$ cat config.mk
export PLATFORM = sky130hd
export DESIGN_NAME = alu_issue_unit
export DESIGN_NICKNAME = d
export VERILOG_FILES = /design/src/rtl/alu_issue_unit.sv
export SDC_FILE = /design/constraint.sdc
export NUM_CORES = 1
export LEC_CHECK = 0
export CORE_ASPECT_RATIO = 1.2
export CORE_MARGIN = 2
export CORE_UTILIZATION = 23
export DETAILED_ROUTE_END_ITERATION = 7
export HOLD_SLACK_MARGIN = 0.12
export PLACE_DENSITY = 0.58
export SLEW_MARGIN = 20
export SYNTH_ARGS = -nofsm -noshare
export SYNTH_HDL_FRONTEND = slang
export SYNTH_SLANG_ARGS = --single-unit
$ cat constraint.sdc
create_clock -name clk -period 2 [get_ports clk]
set_clock_uncertainty 0.05 [all_clocks]
set_input_delay 0.4 -clock clk [delete_from_list [all_inputs] [get_ports clk]]
set_output_delay 0.4 -clock clk [all_outputs]
set_load 0.03 [all_outputs]
$ cat src/rtl/alu_issue_unit.sv
// Clocked, back-pressurable front-end for an external combinational 32-bit ALU.
// Operands are held stable for SETTLE_CYCLES, then the ALU outputs are captured and returned.
module alu_issue_unit #(
    parameter int unsigned SETTLE_CYCLES = 4
) (
    input  logic        clk,
    input  logic        rst_n,
    input  logic        req_valid,
    output logic        req_ready,
    input  logic [31:0] req_a,
    input  logic [31:0] req_b,
    input  logic [2:0]  req_cmd,
    output logic [31:0] operandA,
    output logic [31:0] operandB,
    output logic [2:0]  command,
    input  logic [31:0] result,
    input  logic        carryout,
    input  logic        zero,
    input  logic        overflow,
    output logic        rsp_valid,
    input  logic        rsp_ready,
    output logic [31:0] rsp_result,
    output logic        rsp_carryout,
    output logic        rsp_zero,
    output logic        rsp_overflow,
    output logic [2:0]  rsp_cmd,
    output logic [15:0] op_count
);

    typedef enum logic [1:0] {
        IDLE,
        SETTLE,
        RESP
    } state_t;

    localparam logic [7:0] CNT_LOAD = 8'(SETTLE_CYCLES - 1);

    state_t     r_state;
    logic [7:0] r_cnt;
    logic       w_accept;

    // In RESP the slot frees on the same edge the response is consumed.
    assign req_ready = (r_state == IDLE) || ((r_state == RESP) && rsp_ready);
    assign w_accept  = req_valid && req_ready;

    // NOTE: every register here uses <= so all updates see pre-edge values,
    // which is what lets a response retire and a new request load on one edge.
    always_ff @(posedge clk or negedge rst_n) begin
        if (!rst_n) begin
            r_state      <= IDLE;
            r_cnt        <= '0;
            operandA     <= '0;
            operandB     <= '0;
            command      <= '0;
            rsp_valid    <= 1'b0;
            rsp_result   <= '0;
            rsp_carryout <= 1'b0;
            rsp_zero     <= 1'b0;
            rsp_overflow <= 1'b0;
            rsp_cmd      <= '0;
            op_count     <= '0;
        end else begin
            case (r_state)
                IDLE: ;
                SETTLE: begin
                    if (r_cnt == 8'd0) begin
                        rsp_result   <= result;
                        rsp_carryout <= carryout;
                        rsp_zero     <= zero;
                        rsp_overflow <= overflow;
                        rsp_cmd      <= command;
                        rsp_valid    <= 1'b1;
                        r_state      <= RESP;
                    end else begin
                        r_cnt <= r_cnt - 8'd1;
                    end
                end
                RESP: begin
                    if (rsp_ready) begin
                        rsp_valid <= 1'b0;
                        op_count  <= op_count + 16'd1;
                        r_state   <= IDLE;
                    end
                end
                default: r_state <= IDLE;
            endcase

            // Acceptance overrides the RESP->IDLE transition for back-to-back issue.
            if (w_accept) begin
                operandA <= req_a;
                operandB <= req_b;
                command  <= req_cmd;
                r_cnt    <= CNT_LOAD;
                r_state  <= SETTLE;
            end
        end
    end

endmodule

==> results of run 1 <==
-- routing by layer --
metal	vias to the layer above	routed length [um]	track usage (%)	share of wire (%)
li1	2067	-	-	-
met1	1999	6297	14.90	43
met2	143	6850	18.64	47
met3	9	1178	4.870	8.1
met4	0	161	3.315	1.1
met5	-	0	0	0
-- path summary, 6_finish.rpt --
path | depth (start not counted) | slack, ps | end
max | 5 | 60 | rsp_result[11]$_DFFE_PN0P_
min | 2 | 420 | operandB[12]$_DFFE_PN0N_
max reg2reg | 5 | 60 | rsp_result[11]$_DFFE_PN0P_
min reg2reg | 2 | 420 | operandB[12]$_DFFE_PN0N_
max in group asynchronous | 3 | 910 | operandA[27]$_DFFE_PN0N_
min in group asynchronous | 2 | 430 | op_count[12]$_DFFE_PN0P_
-- metrics by stage --
step	utilization [%]	setup TNS, ps	hold slack (ps)
finish	38.94	0	419.4
global route	38.94	0	440.7
CTS	38.62	0	425.7
detailed placement	35.58	-70.15	312.8
global placement	35.58	-31.19	307.7
floorplan	-	0	54.41
-- sequential cells by signal, summed over array words and instances, names as in the netlist --
register,cells
operandA,32
operandB,32
rsp_result,32
op_count,16
r_cnt,8
command,3
rsp_cmd,3
r_state,2
rsp_carryout,1
rsp_overflow,1
rsp_valid,1
rsp_zero,1
-- power by group --
group          internal [uW]  switching [uW]
Sequential              3820             663
Clock                   2500            1200
Combinational           3270            3870
Total                   9600            5730
-- worst register-to-register path, cell delays in order, from the launching register on --
cell     delay (ps)
dfrtp_1         410
or4_4           580
nor2_4          150
nand2_4         110
buf_12          210
mux2_4          320
-- cell type report --
cell class	instances	area, um^2
fillers	2243	14030
clock inverters	13	254.0
clock buffers	19	442.9
repair buffers	255	2603
multi-input cells	330	1933
inverters	4	15.01
well taps	315	394.1
flip-flops and latches	132	3303
-- repair_timing --
| item | 4_1_cts | 5_1_grt |
|---|---|---|
| hold endpoints to repair | 35 | 0 |
| cloned | 0 | 3 |
| pin swaps | 0 | 1 |
| setup endpoints to repair | 7 | 43 |
| hold buffers | 1 | 0 |
| resized for setup | 7 | 8 |
-- cells in the final DEF (no fill, tap or decap), types with 5 or more instances in the layout --
cell type / count
buf_12: 7
buf_4: 17
bufinv_16: 7
clkbuf_16: 18
clkdlybuf4s50_1: 214
dfrtp_1: 132
dlygate4sd2_1: 7
dlymetal6s2s_1: 5
mux2_4: 38
nand2_1: 215
nand3_1: 6
nor2_1: 9
nor3_1: 6
xnor2_1: 9
xor2_1: 8
-- cells by family (layout without fill, tap and decap cells) --
logic type / after synthesis / count (layout) / synth area share [%]
compound gates: 9 / 9 / 0.9368
xor+xnor: 17 / 17 / 2.787
fa+ha+maj: 3 / 3 / 0.7027
buf+inv: 25 / 291 / 2.318
flops: 132 / 132 / 61.83
mux: 42 / 42 / 11.45
simple gates: 259 / 259 / 19.98
==> flow_summary.json, run 1 <==
{
  "status": "finished, final reports clean",
  "irDropWorstVdd_uv": 656.4,
  "synth_commonest_cells": "nand2_1 (215), dfrtp_1 (132), mux2_4 (38)",
  "post-route-period-util_pct": 96.86,
  "drv_slew": 0,
  "synth.avg_cell_area_um2": 10.97,
  "worst_pin_slew_ps": 422.5,
  "period_needed_ps": 1937,
  "synth_edf_count": 0,
  "path_cells": "or4_4 > nor2_4 > nand2_4 > buf_12 > mux2_4",
  "synth_top_area_share_pct": 61.83,
  "die_w_um": 143.1,
  "synth_ff_type": "dfrtp_1",
  "finalNetCount": 849,
  "synth.area.top_cells": "dfrtp_1 (62%), nand2_1 (15%), mux2_4 (11%)",
  "crit_arrival_ps": 2170,
  "post_cts_buffers": 0,
  "finalHoldViolCount": 0,
  "die_h_um": 171.0,
  "design_area_um2": 8945,
  "leakage_uw": 0.004338,
  "core_um2": 22970,
  "clockBufferDepth": 2,
  "max_cap_violations": 0,
  "ys_warn_count": 0,
  "first_pass_iters": 6,
  "final_antenna_net_count": 0,
  "cpPeakStageDelay_ps": 580,
  "rsz0062_at_grt": "no",
  "cp.required_ps": 2240,
  "worstPathMaxFanout": 20,
  "synth_most_common_cell": "nand2_1",
  "cpLargestDelayFamily": "simple AND/OR/NAND/NOR gates",
  "netlist_area_um2": 5343,
  "totalWireLength_mm": 14.49,
  "fmax_mhz": 516.2,
  "cts.root.buffer_cell": "clkbuf_16",
  "ys_types": 34,
  "synthCells": 487,
  "layout_setup_ws_ps": 62.79,
  "grt-ovfl-total": 0,
  "grt_usage_pct": 11.82,
  "ys_async_sr_fraction_pct": 100.0,
  "endpoint_kind": "register",
  "critical_path_class": "reg -> reg",
  "powerDensity_nw_per_um2": 1714,
  "grt_max_degree": 46,
  "r2r-start": "r_cnt[5]$_DFFE_PN0P_",
  "io_pins": 229,
  "totalPowerFinal_uw": 15330,
  "cts.sinks": 132,
  "clk_pin_slew_ps": 60,
  "initialDrtViolationCount": 122,
  "wl_per_cell_um": 13.56,
  "min_path_type": "reg -> reg",
  "hold_start": "operandB[12]$_DFFE_PN0N_",
  "gp_congestion": 0.7133,
  "syn_to_final_growth_pct": 67.42,
  "synthesis.nets": 596,
  "slowest_stage": "or4_4",
  "vias": 4218,
  "pre_cts_slack_ps": -52.38,
  "portBuffers": 228,
  "grt_pass1_wl_mm": 22.80,
  "dp_cells": 1032,
  "start_kind": "register",
  "dp_hpwl_mm": 9.829,
  "cts_buffers": 17,
  "die_area_um2": 24470,
  "diodes": 0,
  "via_per_inst": 3.949,
  "antenna_found_initial": 0,
  "drive_gt1_share_pct": 13.68,
  "final-setup-viol-count": 0,
  "synth_top_area_cell": "dfrtp_1",
  "placement.cell_area_um2": 8174,
  "cp_num_buf_inv": 1,
  "grt_pass1_vias": 4402,
  "cts_tree": "yes",
  "post-route-drc-count": 0,
  "clock_latency_ps": 410,
  "slew_headroom_pct": 71.83,
  "synth-seq-cells": 132,
  "worstSetupStartpoint": "r_cnt[5]$_DFFE_PN0P_",
  "rows": 61,
  "seq_area_frac_synth_pct": 61.83,
  "finalNonFillerCells": 1068,
  "initial_core_util_pct": 23.26,
  "htree_levels": 4
}
Note: power is estimated with default switching activity, not from simulation.
==> run 2: changes to the inputs <==
--- a/config.mk
+++ b/config.mk
@@ -5,12 +5,15 @@
 export SDC_FILE = /design/constraint.sdc
 export NUM_CORES = 1
 export LEC_CHECK = 0
+export CELL_PAD_IN_SITES_DETAIL_PLACEMENT = 1
+export CELL_PAD_IN_SITES_GLOBAL_PLACEMENT = 2
 export CORE_ASPECT_RATIO = 1.2
 export CORE_MARGIN = 2
 export CORE_UTILIZATION = 23
 export DETAILED_ROUTE_END_ITERATION = 7
+export GPL_ROUTABILITY_DRIVEN = 1
 export HOLD_SLACK_MARGIN = 0.12
-export PLACE_DENSITY = 0.58
+export PLACE_DENSITY = 0.84
 export SLEW_MARGIN = 20
 export SYNTH_ARGS = -nofsm -noshare
 export SYNTH_HDL_FRONTEND = slang
==> flow_summary.json, run 2 (same netlist as run 1, synthesis figures left out) <==
{
  "clockBufferDepth": 2,
  "intPower_uw": 9388,
  "worst_pin_slew_ps": 463.4,
  "post-route-period-util_pct": 97.27,
  "slowest_stage": "clkdlybuf4s50_1",
  "min_path_type": "reg -> reg",
  "multi_input_area_um2": 1939,
  "wl_per_cell_um": 15.01,
  "rsz0062_at_grt": "yes",
  "slew_headroom_pct": 69.11,
  "p_comb_share_pct": 47.6,
  "critical_path_class": "reg -> out",
  "leakage_uw": 0.004335,
  "crit_arrival_ps": 1500,
  "p_sw_uw": 5847,
  "powerDensity_nw_per_um2": 1706,
  "finalNonFillerCells": 1069,
  "vias": 4349,
  "finalNetCount": 851,
  "status": "finished, final reports clean",
  "cts.root.buffer_cell": "clkbuf_16",
  "dp_hpwl_mm": 11.06,
  "htree_levels": 4,
  "cpLargestDelayFamily": "buffers and inverters",
  "cp_num_buf_inv": 1,
  "final_common_cell": "nand2_1",
  "dp_cells": 1034,
  "seq_area_um2": 3303,
  "grt_pass1_wl_mm": 25.07,
  "grt_max_degree": 44,
  "reg_top3": "operandA x32, operandB x32, rsp_result x32",
  "drv_slew": 0,
  "post-route-drc-count": 0,
  "gp_congestion": 0.7328,
  "grt-ovfl-total": 0,
  "die_area_um2": 24470,
  "rows": 61,
  "swShare_pct": 38.38,
  "max_cap_violations": 0,
  "clock_latency_ps": 410,
  "totalWireLength_mm": 16.04,
  "die_w_um": 143.1,
  "via_per_inst": 4.068,
  "cpPeakStageDelay_ps": 720,
  "initialDrtViolationCount": 148,
  "cts_tree": "yes",
  "cts_buffers": 17,
  "syn_to_final_growth_pct": 67.12,
  "drive_gt1_share_pct": 14.06,
  "worstPathMaxFanout": 2,
  "totalPowerFinal_uw": 15240,
  "grt_pass1_vias": 4692,
  "clock_power_share_pct": 22.7,
  "layout_common_cells": "nand2_1 (215), clkdlybuf4s50_1 (213), dfrtp_1 (132), mux2_4 (38), buf_4 (20)",
  "hold-worst-slack_ps": 421.3,
  "finalHoldViolCount": 0,
  "cp.required_ps": 1550,
  "period_needed_ps": 1945,
  "io_pins": 229,
  "endpoint_kind": "output pin",
  "diodes": 0,
  "fin_setup_tns_ps": 0,
  "n_fill_cell": 2500,
  "irDropWorstVdd_uv": 507.4,
  "start_kind": "register",
  "final-setup-viol-count": 0,
  "path_cells": "clkdlybuf4s50_1",
  "cts.sinks": 132,
  "core_um2": 22970,
  "antenna_found_initial": 0,
  "final_antenna_net_count": 0,
  "clk_pin_slew_ps": 60,
  "die_h_um": 171.0,
  "grt_usage_pct": 13.24,
  "initial_core_util_pct": 23.26,
  "seqPwrFrac_pct": 29.7,
  "portBuffers": 228,
  "first_pass_iters": 6,
  "fmax_mhz": 514.0
}
-- run 2: path summary, 6_finish.rpt --
path                                                from                        end  slack (ps)  depth (start not counted)
min in group asynchronous                          rst_n   op_count[12]$_DFFE_PN0P_         450                          2
max in group asynchronous                          rst_n   operandB[31]$_DFFE_PN0N_         860                          3
worst max register to register      r_cnt[5]$_DFFE_PN0P_  rsp_result[4]$_DFFE_PN0P_          60                          5
worst max-delay path              rsp_cmd[0]$_DFFE_PN0P_                 rsp_cmd[0]          50                          1
worst min register to register  operandA[12]$_DFFE_PN0N_   operandA[12]$_DFFE_PN0N_         420                          2
worst min-delay path            operandA[12]$_DFFE_PN0N_   operandA[12]$_DFFE_PN0N_         420                          2
-- run 2: metal layers --
metal / global-route usage [%] / routed length (um)
met3: 5.178 / 1247
met4: 3.788 / 167
met5: 0 / 0
met1: 14.62 / 6336
met2: 23.47 / 8291
-- run 2: tightest hold or removal path, stage by stage, from the launching register on --
cell and delay (ps):
dfrtp_1 340, nand2_1 50, nand2_1 50
-- run 2: layout make-up --
cell class	instances	share of cell area (%)
tap	315	4.414
inverter	4	0.1682
multi-input combinational	330	21.72
sequential	132	37.00
timing repair buffer	257	29.47
clock inverter	12	2.270
clock buffer	19	4.961
-- run 2: metrics by stage --
step                instance area [um^2]  util (%)  setup WS (ps)
global placement                    8189     35.65         -55.73
detailed placement                  8189     35.65         -109.7
CTS                                 8915     38.81         0.3679
global route                        8929     38.87         -2.035
finish                              8929     38.87          54.61
floorplan                           5343         -          93.13
-- run 2: power groups by stage --
stage               clock network [uW]  logic, uW  registers, uW
finish                            3460       7260           4520
global route                      3680       7770           4680
CTS                               3590       7370           4540
detailed placement                   0       7250           4550
floorplan                            0       1930           6590
global placement                     0       7140           4510
-- run 2: repair_timing --
action / CTS / global route
hold buffers: 1 / 0
endpoints found under the hold margin: 39 / 0
pin swaps: 1 / 0
resized for setup: 12 / 8
setup endpoints to repair: 32 / 26
gates cloned: 2 / 0
buffers inserted: 1 / 0
==> run 3: changes to the inputs <==
--- a/config.mk
+++ b/config.mk
@@ -13,7 +13,9 @@
 export DETAILED_ROUTE_END_ITERATION = 7
 export GPL_ROUTABILITY_DRIVEN = 1
 export HOLD_SLACK_MARGIN = 0.12
+export MAX_ROUTING_LAYER = met4
 export PLACE_DENSITY = 0.84
+export SKIP_CTS_REPAIR_TIMING = 1
 export SLEW_MARGIN = 20
 export SYNTH_ARGS = -nofsm -noshare
 export SYNTH_HDL_FRONTEND = slang
==> flow_summary.json, run 3 (same netlist as run 1, synthesis figures left out) <==
{
  "status": "finished, final reports clean",
  "cts_buffers": 17,
  "die_w_um": 143.1,
  "final-setup-viol-count": 0,
  "design_area_um2": 9035,
  "drive_gt1_share_pct": 14.89,
  "start_kind": "register",
  "clockBufferDepth": 2,
  "crit_arrival_ps": 2190,
  "dp_hpwl_mm": 11.06,
  "placement.cell_area_um2": 8189,
  "totalWireLength_mm": 16.35,
  "die_area_um2": 24470,
  "via_per_inst": 4.088,
  "cts_tree": "yes",
  "fin_util_pct": 39.33,
  "final_antenna_net_count": 0,
  "htree_levels": 4,
  "initial_core_util_pct": 23.26,
  "finalHoldViolCount": 0,
  "grt_pass1_wl_mm": 24.51,
  "cpPeakStageDelay_ps": 580,
  "path_cells": "or4_4 > nor2_4 > nand2_8 > clkbuf_16 > mux2_4",
  "r2r_slack_ps": 50,
  "critical_path_class": "reg -> reg",
  "cp_num_buf_inv": 1,
  "worstPathMaxFanout": 8,
  "grt_pass1_vias": 4654,
  "leakage_uw": 0.004473,
  "min_path_type": "reg -> reg",
  "final_common_cell": "nand2_1",
  "cts.root.buffer_cell": "clkbuf_16",
  "fmax_mhz": 512.5,
  "reg2reg_depth": 5,
  "grt_busiest_layer": "met2",
  "min_to": "operandA[12]$_DFFE_PN0N_",
  "core_um2": 22970,
  "syn_to_final_growth_pct": 69.11,
  "gr-usage-met2_pct": 22.40,
  "cp.required_ps": 2240,
  "diodes": 0,
  "cts.sinks": 132,
  "vias": 4391,
  "hold-worst-slack_ps": 421.3,
  "layout_common_cells": "nand2_1 (215), clkdlybuf4s50_1 (213), dfrtp_1 (132), mux2_4 (38), buf_4 (21)",
  "hold_depth": 2,
  "hold_start": "operandA[12]$_DFFE_PN0N_",
  "finalNonFillerCells": 1074,
  "die_h_um": 171.0,
  "clock_latency_ps": 410,
  "grt_usage_pct": 13.30,
  "rows": 61,
  "first_pass_iters": 4,
  "antenna_found_initial": 0,
  "gr-usage-met1_pct": 15.05,
  "r2r-start": "r_cnt[5]$_DFFE_PN0P_",
  "worst_pin_slew_ps": 464.4,
  "endpoint_kind": "register",
  "r2r_end": "rsp_result[7]$_DFFE_PN0P_",
  "finalNetCount": 856,
  "clk_pin_slew_ps": 60,
  "io_pins": 229,
  "max_cap_violations": 0,
  "grt-ovfl-total": 0,
  "post-route-drc-count": 0,
  "slew_headroom_pct": 69.04,
  "drv_slew": 0,
  "powerDensity_nw_per_um2": 1698,
  "dp_cells": 1034,
  "reg_top3": "operandA x32, operandB x32, rsp_result x32",
  "slowest_stage": "or4_4",
  "portBuffers": 228,
  "irDropWorstVdd_uv": 509.2,
  "post-route-period-util_pct": 97.56,
  "initialDrtViolationCount": 153,
  "cpLargestDelayFamily": "simple AND/OR/NAND/NOR gates",
  "gp_congestion": 0.7418,
  "grt_max_degree": 44,
  "grtUsageMet3_pct": 4.422,
  "period_needed_ps": 1951,
  "wl_per_cell_um": 15.22
}
run 3: changes by cell type in the layout (fill, tap and decap cells not counted), sizes merged:
cell          change
dlygate4sd2       -8
dlymetal6s2s      +8
clkbuf            +3
buf               +2
run 3: per-stage QoR:
step                      TNS, ps  power [uW]  setup slack, ps
after floorplan                 0        8527            93.13
after global placement     -55.73       11650           -55.73
after detailed placement   -219.0       11800           -109.7
after CTS                  -315.0       15400           -40.03
after global routing       -252.8       16240           -21.43
final                           0       15340            48.77
run 3: tightest hold or removal path, cell delays in order, from the launching register on:
cell and delay (ps):
dfrtp_1 340, nand2_1 50, nand2_1 50
run 3: layout make-up:
cell class	count	area (um^2)
clock buffers	19	442.9
clock inverters	12	202.7
fillers	2498	13940
inverters	4	15.01
multi-input cells	330	1951
flip-flops and latches	132	3303
well taps	315	394.1
repair buffers	262	2726
run 3: how the worst max path moves through the flow:
stage	startpoint	end	slack, ps	cells after the start
final	r_cnt[5]$_DFFE_PN0P_	rsp_result[7]$_DFFE_PN0P_	50	5
after global routing	r_cnt[1]$_DFFE_PN0P_	rsp_result[6]$_DFFE_PN0P_	-20	7
after CTS	op_count[11]$_DFFE_PN0P_	op_count[11]	-40	1
after detailed placement	rsp_ready	op_count[15]$_DFFE_PN0P_	-110	5
after global placement	rsp_ready	op_count[15]$_DFFE_PN0P_	-60	5
after floorplan	r_cnt[0]$_DFFE_PN0P_	rsp_carryout$_DFFE_PN0P_	90	7
run 3: layer usage:
| layer | routed length, um | vias to the layer above |
|---|---|---|
| met2 | 8439 | 137 |
| li1 | - | 2073 |
| met3 | 1027 | 12 |
| met5 | 0 | - |
| met4 | 173 | 0 |
| met1 | 6709 | 2169 |
run 3: report_power, final:
group	total [uW]	internal, uW	switching (uW)
registers	4520	3820	697
logic	7370	3380	3980
clock network	3450	2250	1200
